### src/rtl/pipe_hold_ctrl.sv
// -----------------------------------------------------------------------------
// pipe_hold_ctrl
//   Pipeline control source for the RV32 core. Produces the hold/flush enables
//   for the PC, IF/ID and ID/EX stage registers, and the PC redirect (jump).
//   Arbitrates EX jump requests, multi-cycle EX stalls, fetch-bus waits and
//   interrupt entry. A stage register with its hold asserted loads its bubble
//   value; hold on the PC means "keep the current PC".
//
// Parameters
//   AW         address width of jump / interrupt targets
//   FLUSH_CYC  cycles IF/ID is bubbled per redirect, redirect cycle included
//   STALL_MAX  consecutive hold-request cycles before stall_timeout_o rises
//
// Ports
//   clk              core clock, all state on posedge
//   rst              synchronous reset, active-high
//   jump_req_i       EX branch/jump taken this cycle
//   jump_addr_i      EX redirect target
//   ex_hold_req_i    multi-cycle EX op busy (level)
//   bus_hold_req_i   instruction fetch bus not ready (level)
//   int_req_i        interrupt request, held until int_ack_o
//   int_addr_i       interrupt vector, stable while int_req_i high
//   int_ack_o        one-cycle acceptance of int_req_i
//   jump_o           redirect PC this cycle
//   jump_addr_o      redirect target (valid when jump_o)
//   hold_pc_o        PC register keeps value
//   hold_if_o        IF/ID register loads bubble
//   hold_id_o        ID/EX register loads bubble
//   stall_timeout_o  sticky: stall reached STALL_MAX
// -----------------------------------------------------------------------------
module pipe_hold_ctrl #(
  parameter int AW        = 32,
  parameter int FLUSH_CYC = 2,
  parameter int STALL_MAX = 255
) (
  input  logic          clk,
  input  logic          rst,
  input  logic          jump_req_i,
  input  logic [AW-1:0] jump_addr_i,
  input  logic          ex_hold_req_i,
  input  logic          bus_hold_req_i,
  input  logic          int_req_i,
  input  logic [AW-1:0] int_addr_i,
  output logic          int_ack_o,
  output logic          jump_o,
  output logic [AW-1:0] jump_addr_o,
  output logic          hold_pc_o,
  output logic          hold_if_o,
  output logic          hold_id_o,
  output logic          stall_timeout_o
);

  localparam int FCW = $clog2(FLUSH_CYC + 1);
  localparam int SCW = $clog2(STALL_MAX + 1);

  typedef enum logic [1:0] {
    ST_IDLE,
    ST_FLUSH,
    ST_STALL
  } state_e;

  state_e         state_q,     state_d;
  logic [FCW-1:0] flush_cnt_q, flush_cnt_d;
  logic [SCW-1:0] stall_cnt_q, stall_cnt_d;
  logic           timeout_q,   timeout_d;

  logic any_hold;
  logic int_accept;
  logic redirect;

  assign any_hold   = ex_hold_req_i | bus_hold_req_i;
  // Interrupts are only taken from a fully quiet pipeline; otherwise the
  // request simply waits (it is held by the source until acknowledged).
  assign int_accept = int_req_i && (state_q == ST_IDLE) && !jump_req_i && !any_hold;
  assign redirect   = jump_req_i | int_accept;

  // NOTE: every signal written here gets a default first, so no path through
  // the block leaves one unassigned and no latch is inferred.
  always_comb begin
    state_d         = state_q;
    flush_cnt_d     = flush_cnt_q;
    stall_cnt_d     = stall_cnt_q;
    timeout_d       = timeout_q;
    int_ack_o       = 1'b0;
    jump_o          = 1'b0;
    jump_addr_o     = '0;
    hold_pc_o       = 1'b0;
    hold_if_o       = 1'b0;
    hold_id_o       = 1'b0;
    stall_timeout_o = timeout_q;

    // Stall watchdog: counts consecutive hold-request cycles, saturating.
    if (any_hold) begin
      if (stall_cnt_q != SCW'(STALL_MAX)) stall_cnt_d = stall_cnt_q + SCW'(1);
      if (stall_cnt_d == SCW'(STALL_MAX)) timeout_d = 1'b1;
    end else begin
      stall_cnt_d = '0;
    end

    if (redirect) begin
      // Redirect cycle: PC must load the target, so the PC hold is dropped
      // even if a stall request is present; the stall applies next cycle.
      jump_o      = 1'b1;
      jump_addr_o = jump_req_i ? jump_addr_i : int_addr_i;
      int_ack_o   = int_accept;
      hold_if_o   = 1'b1;
      hold_id_o   = 1'b1;
      if (FLUSH_CYC > 1) begin
        state_d     = ST_FLUSH;
        flush_cnt_d = FCW'(FLUSH_CYC - 1);
      end else begin
        flush_cnt_d = '0;
        state_d     = any_hold ? ST_STALL : ST_IDLE;
      end
    end else begin
      hold_pc_o = any_hold;
      hold_if_o = any_hold;
      hold_id_o = ex_hold_req_i;
      if (state_q == ST_FLUSH) begin
        hold_if_o   = 1'b1;
        flush_cnt_d = flush_cnt_q - FCW'(1);
        if (flush_cnt_d == '0) state_d = any_hold ? ST_STALL : ST_IDLE;
        else                   state_d = ST_FLUSH;
      end else begin
        state_d = any_hold ? ST_STALL : ST_IDLE;
      end
    end

    // Reset dominates every output, including the combinational paths.
    if (rst) begin
      int_ack_o       = 1'b0;
      jump_o          = 1'b0;
      jump_addr_o     = '0;
      hold_pc_o       = 1'b0;
      hold_if_o       = 1'b0;
      hold_id_o       = 1'b0;
      stall_timeout_o = 1'b0;
    end
  end

  // NOTE: state registers use non-blocking assignments so every register
  // samples the pre-edge values, independent of statement order.
  always_ff @(posedge clk) begin
    if (rst) begin
      state_q     <= ST_IDLE;
      flush_cnt_q <= '0;
      stall_cnt_q <= '0;
      timeout_q   <= 1'b0;
    end else begin
      state_q     <= state_d;
      flush_cnt_q <= flush_cnt_d;
      stall_cnt_q <= stall_cnt_d;
      timeout_q   <= timeout_d;
    end
  end

endmodule

### config.mk
export PLATFORM = sky130hd
export DESIGN_NAME = pipe_hold_ctrl
export DESIGN_NICKNAME = d
export VERILOG_FILES = /design/src/rtl/pipe_hold_ctrl.sv
export SDC_FILE = /design/constraint.sdc
export NUM_CORES = 1
export LEC_CHECK = 0
export ABC_CLOCK_PERIOD_IN_PS = 1800
export CAP_MARGIN = 20
export CORE_MARGIN = 10
export CORE_UTILIZATION = 34
export CTS_CLUSTER_DIAMETER = 50
export DETAILED_ROUTE_END_ITERATION = 8
export GPL_TIMING_DRIVEN = 0
export MAX_ROUTING_LAYER = met4
export PLACE_DENSITY = 0.83
export REMOVE_ABC_BUFFERS = 1
export SYNTH_ARGS = -nofsm -noshare
export SYNTH_HDL_FRONTEND = slang
export SYNTH_SLANG_ARGS = --single-unit
### constraint.sdc
create_clock -name clk -period 1.8 [get_ports clk]
set_input_delay 0.18 -clock clk [delete_from_list [all_inputs] [get_ports clk]]
set_output_delay 0.18 -clock clk [all_outputs]
set_load 0.02 [all_outputs]
==> results.md, run 1 <==
- Status: finished, final reports clean
- Gr usage total: 14.6%
- Clock transition at the registers of the reported paths: 0.05 ns
- Worst skew pair latency: 0.24 ns
- Slowest CP cell: clkdlybuf4s50_1
- Vias/cell: 4.71
- H-tree Lvls: 1
- First-pass GRT wire length: 8400 um
- NumNets Final: 338
- Boundary Pins: 108
- PortBufs: 107
- Crit path max-delay family: buffers and inverters
- Post-layout util: 63.7%
- Register area share after synthesis: 18.4%
- Vias in the first global route: 1439
- Placer congestion estimate: 0.805
- Tcrit/Tclk final: 97.9%
- Hold Crit Start: rst
- VDD IR-drop max: 0.000499 V
- Hold Fails Final Rpt: 0
- P_leak: 1.14 nW
- PwrDens: 426 nW/um^2
- CTS tree: yes
- Synthesized instance count: 161
- Total CTS buffers: 3
- Synthesized area: 1410 um^2
- Maximum capacitance violations: 0
- Slew Limit Fails: 0
- Top cells by count, synth: mux2i_1, nor2_1, nor2_4
- Post-synth top area cell: mux2i_1
- Endpoint type of the worst setup path: output port
- Beginning of the critical path: int_req_i
- Asr flop ratio synth: 0%
- Power, Total: 1.08 mW
- Final instance area: 2550 um^2
- Top cells by area, synth: mux2i_1, dfxtp_1, nor2_4
- Via Count: 1484
- Kind of start point of the critical path: input port
- EDFF count, synth: 0
- Overflow after GRT: 0
- Clock buffer depth: 2
- FF+latch count, synth: 13
- Setup TNS: 0 ns
- # DRC: 0
- Most frequent cell after synthesis: mux2i_1
- Final setup fails: 0
- Worst rel slew slack: 80.3%
- Placed Area: 2480 um^2
- Core ar.: 4000 um^2
- Std cell rows: 23
- Die ar.: 7130 um^2
- Antenna violations before repair: 0
- Critical Path AT: 1.58 ns
- Post-route ant nets: 0
- CP Max Fanout: 8
- Die Width: 84.4 um
- Sink Count: 13
- Prevailing post-synth register cell: dfxtp_1
- Antenna cells: 0
- Synth warnings: 0
- Die Y: 84.4 um
- Tightest Pin Transition: 0.287 ns
- Violation count after the first detailed-route iteration: 43
- Max Freq: 567 MHz
- Synth top area share: 25.5%
- Worst path max stage delay: 0.53 ns
- Worst Path Buf+Inv: 3
- Layout area overhead: 80.5%
- Root Buffer: clkbuf_8
- Effective utilization at floorplan: 35.3%
- Syn avg cell area: 8.77 um^2
- Fin Clk Skew: 0.000524 ns
- Drt total wl: 5480 um
- Yosys cell types: 35
- Kind of critical path: in -> out
- Largest net degree at the start of global routing: 19
- Minimum clock period: 1.76 ns
- Fraction of layout cells with a size suffix above 1: 29.1%
- First-pass detailed-route iteration total: 4
- Worst r2r src: stall_cnt_q[0]
- Req. time, crit path: 1.62 ns
- Wire per inst: 17.4 um
- DP Wirelength: 4530 um
- Cells along the critical path: clkdlybuf4s50_1 > a31oi_4 > or2_4 > clkbuf_16 > nor2_2 > buf_6
- Min-Delay Path Class: in -> reg
## flip-flops by register name, indices dropped and copies added (netlist names)
register / flops
timeout_q: 1
flush_cnt_q: 2
stall_cnt_q: 8
state_q: 2
## stage by stage
step	hold slack, ns	cells	setup WS (ns)
final	0.443	315	0.0375
after global routing	0.475	315	-0.0123
after CTS	0.443	311	0.00781
after detailed placement	0.511	306	-0.960
after global placement	0.499	304	-3.28
after floorplan	0.249	147	-0.781
## where the power goes
part           switching, mW  internal (mW)
Sequential            0.0140          0.299
Combinational          0.229          0.288
Clock                 0.0985          0.156
Total                  0.342          0.743
## routing by layer
metal | track usage [%] | wire length, um
met1 | 15.3 | 2110
met2 | 26.9 | 2960
met3 | 4.73 | 384
met4 | 1.65 | 35
met5 | - | 0
## kinds of logic (layout without fill, tap and decap cells)
family	Yosys count	count (layout)	synth area share, %
AND/OR/NAND/NOR	74	74	35.0
multiplexers	36	36	25.5
buffers and inverters	18	122	8.78
AO/OA/AOI/OAI	14	14	7.98
flip-flops	13	13	18.4
XOR/XNOR	4	4	2.48
adder cells (fa/ha/maj)	2	2	1.77
## placed cells by master (no fill, tap or decap), drive strengths merged
cell            n
clkdlybuf4s50  66
and3            2
nand4b          1
and2            2
dlymetal6s2s    2
or2             2
inv             4
a21oi           4
dfxtp          13
o21a            1
a31o            1
buf            39
a211oi          2
o21ba           1
a21o            1
and4            1
nor2           43
nand2b          2
a31oi           3
a221o           1
ha              2
nand3           5
xor2            2
mux2i          36
xnor2           2
nand4           3
dlygate4sd2     5
clkbuf          6
nor3            3
nor2b           2
nor3b           3
nand2           5
## worst register-to-register path, cell delays in order, from the launching register on
cell,delay (ns)
dfxtp_1,0.51
ha_2,0.36
a21o_1,0.11
nand3_1,0.07
a221o_1,0.31
a31o_1,0.20
## final cells by class
cell class / instances / area [um^2]
tap: 50 / 62.6
timing repair buffer: 114 / 1100
sequential: 13 / 262
clock buffer: 4 / 45.0
fill: 367 / 1450
inverter: 4 / 15.0
multi-input combinational: 130 / 1060
## path summary, 6_finish.rpt
check | end | slack (ns) | cells after the start
worst max-delay path | jump_addr_o[20] | 0.04 | 6
worst min-delay path | state_q[0] | 0.44 | 2
worst max register to register | timeout_q | 0.14 | 5
worst min register to register | stall_cnt_q[4] | 0.52 | 2
## what timing repair did
action / 4_1_cts / 5_1_grt
resized for setup: 143 / 39
gates cloned: 0 / 2
buffers inserted: 1 / 2
endpoints found under the setup margin: 37 / 35
pin swaps: 2 / 0
hold buffers: 0 / 0
Note: power is estimated with default switching activity, not from simulation.
==> inputs of run 2 (changes only) <==
- CAP_MARGIN: 20 -> not set
==> results of run 2 <==
Final layout, timing and power as in run 1 (identical DEF).
==> inputs of run 3 (changes only) <==
- RECOVER_POWER: not set -> 25
==> run 3 against run 2 <==
Net effect: non-clock buffer count unchanged; sequential cell count unchanged; total power about the same; critical path depth is the same; sequential power about the same; global-route usage unchanged; routed wire length is essentially flat; critical path type unchanged; largest cell class unchanged.
==> results.md, run 3 (same netlist as run 1, synthesis figures left out) <==
- Internal power: 0.743 mW (about the same)
- Via Count: 1484 (unchanged)
- Sink Count: 13 (unchanged)
- First-pass detailed-route iteration total: 4 (unchanged)
- Tcrit/Tclk final: 97.9% (about the same)
- Fillers: 367 (unchanged)
- Kind of start point of the critical path: input port (unchanged)
- CTS tree: yes (unchanged)
- Leading cell type in the layout, fill and taps excluded: clkdlybuf4s50_1 (unchanged)
- Clock buffer depth: 2 (unchanged)
- Worst rel slew slack: 80.3% (unchanged)
- Endpoint type of the worst setup path: output port (unchanged)
- PnR worst setup slack: 0.0383 ns (was 0.0375 ns)
- Critical Path AT: 1.58 ns (about the same)
- Final instance area: 2550 um^2 (unchanged)
- P_leak: 1.14 nW (unchanged)
- # DRC: 0 (unchanged)
- Violation count after the first detailed-route iteration: 43 (unchanged)
- Hold WS: 0.443 ns (unchanged)
- Kind of critical path: in -> out (unchanged)
- PwrDens: 426 nW/um^2 (about the same)
- Std cell rows: 23 (unchanged)
- Core ar.: 4000 um^2 (unchanged)
- Root Buffer: clkbuf_8 (unchanged)
- Placer congestion estimate: 0.805 (unchanged)
- Worst skew pair latency: 0.24 ns (about the same)
- Fraction of layout cells with a size suffix above 1: 29.1% (unchanged)
- Gate power share: 47.7% (about the same)
- Final setup fails: 0 (unchanged)
- DP Wirelength: 4530 um (unchanged)
- Tightest Pin Transition: 0.287 ns (unchanged)
- Top reg by flops: stall_cnt_q (unchanged)
- Gr usage total: 14.6% (unchanged)
- First-pass GRT wire length: 8400 um (unchanged)
- Drt total wl: 5480 um (about the same)
- Antenna violations before repair: 0 (unchanged)
- Top Registers: stall_cnt_q x8, flush_cnt_q x2, state_q x2 (unchanged)
- Clock transition at the registers of the reported paths: 0.05 ns (about the same)
- NumNets Final: 338 (unchanged)
- Status: finished, final reports clean (unchanged)
- Switching power share of the total: 31.5% (about the same)
- Commonest non-fill, non-tap cells in the layout: clkdlybuf4s50_1, mux2i_1, nor2_4, buf_4, nor2_1 (unchanged)
- Largest net degree at the start of global routing: 19 (unchanged)
- Minimum clock period: 1.76 ns (about the same)
- Die Width: 84.4 um (unchanged)
- Fin cells: 315 (unchanged)
- P_sw: 0.342 mW (about the same)
- Die ar.: 7130 um^2 (unchanged)
- Die Y: 84.4 um (unchanged)
- Setup TNS: 0 ns (unchanged)
- Power, Total: 1.08 mW (about the same)
- Vias in the first global route: 1439 (unchanged)
- Sequential Power Share: 28.9% (about the same)
- Post-layout util: 63.7% (unchanged)
- Multi-input logic area: 1060 um^2 (unchanged)
- Hold Fails Final Rpt: 0 (unchanged)
- Slew Limit Fails: 0 (unchanged)
- Max Freq: 568 MHz (was 567 MHz)
- Wire per inst: 17.4 um (about the same)
- Reg area: 262 um^2 (unchanged)
- PortBufs: 107 (unchanged)
- Boundary Pins: 108 (unchanged)
- Cells after DPL: 306 (unchanged)
- Antenna cells: 0 (unchanged)
- Largest register FFs: 8 (unchanged)
- Maximum capacitance violations: 0 (unchanged)
- Dpl ws: -0.960 ns (unchanged)
- Overflow after GRT: 0 (unchanged)
- H-tree Lvls: 1 (unchanged)
- Fin Clk Skew: 0.000524 ns (about the same)
- Layout area overhead: 80.5% (unchanged)
- Post-route ant nets: 0 (unchanged)
- Placed Area: 2480 um^2 (unchanged)
- Effective utilization at floorplan: 35.3% (unchanged)
- Min-Delay Path Class: in -> reg (unchanged)
- Cts hold-fix bufs: 0 (unchanged)
- Vias/cell: 4.71 (unchanged)
- CP Max Fanout: 8 (unchanged)
- Req. time, crit path: 1.62 ns (about the same)
- Clock power frac: 23.5% (about the same)
- VDD IR-drop max: 0.000499 V (about the same)
- Total CTS buffers: 3 (unchanged)
-- run 3: power by group through the flow --
stage               logic [mW]  clock network, mW  registers, mW
floorplan                0.219                  0          0.314
global placement         0.498                  0          0.316
detailed placement       0.510                  0          0.317
CTS                      0.480              0.263          0.311
global route             0.553              0.280          0.315
finish                   0.517              0.255          0.313
-- run 3: layout make-up --
class | instances | area share (%)
clock buffers | 4 | 1.77
inverters | 4 | 0.589
multi-input cells | 130 | 41.8
flip-flops and latches | 13 | 10.3
well taps | 50 | 2.46
repair buffers | 114 | 43.1
-- run 3: critical path, stage by stage --
cell,delay [ns]
clkdlybuf4s50_1,0.53
a31oi_4,0.12
or2_4,0.30
clkbuf_16,0.20
nor2_2,0.12
buf_6,0.12
-- run 3: path summary, 6_finish.rpt --
path	start	end	slack, ns	cells after the start
min reg2reg	stall_cnt_q[4]	stall_cnt_q[4]	0.52	2
max	int_req_i	jump_addr_o[20]	0.04	6
min	rst	state_q[0]	0.44	2
max reg2reg	stall_cnt_q[0]	timeout_q	0.14	5
-- run 3: timing repair --
action,4_1_cts,5_1_grt
gates resized for setup,143,39
endpoints found under the setup margin,37,35
gates cloned,0,2
pin swaps,2,0
setup buffers,1,2
-- run 3: routing by layer --
metal	vias up	GRT usage, %	wire length (um)
met2	47	26.9	2950
met4	0	1.65	35
met3	2	4.73	384
li1	764	-	-
met5	-	-	0
met1	671	15.3	2110
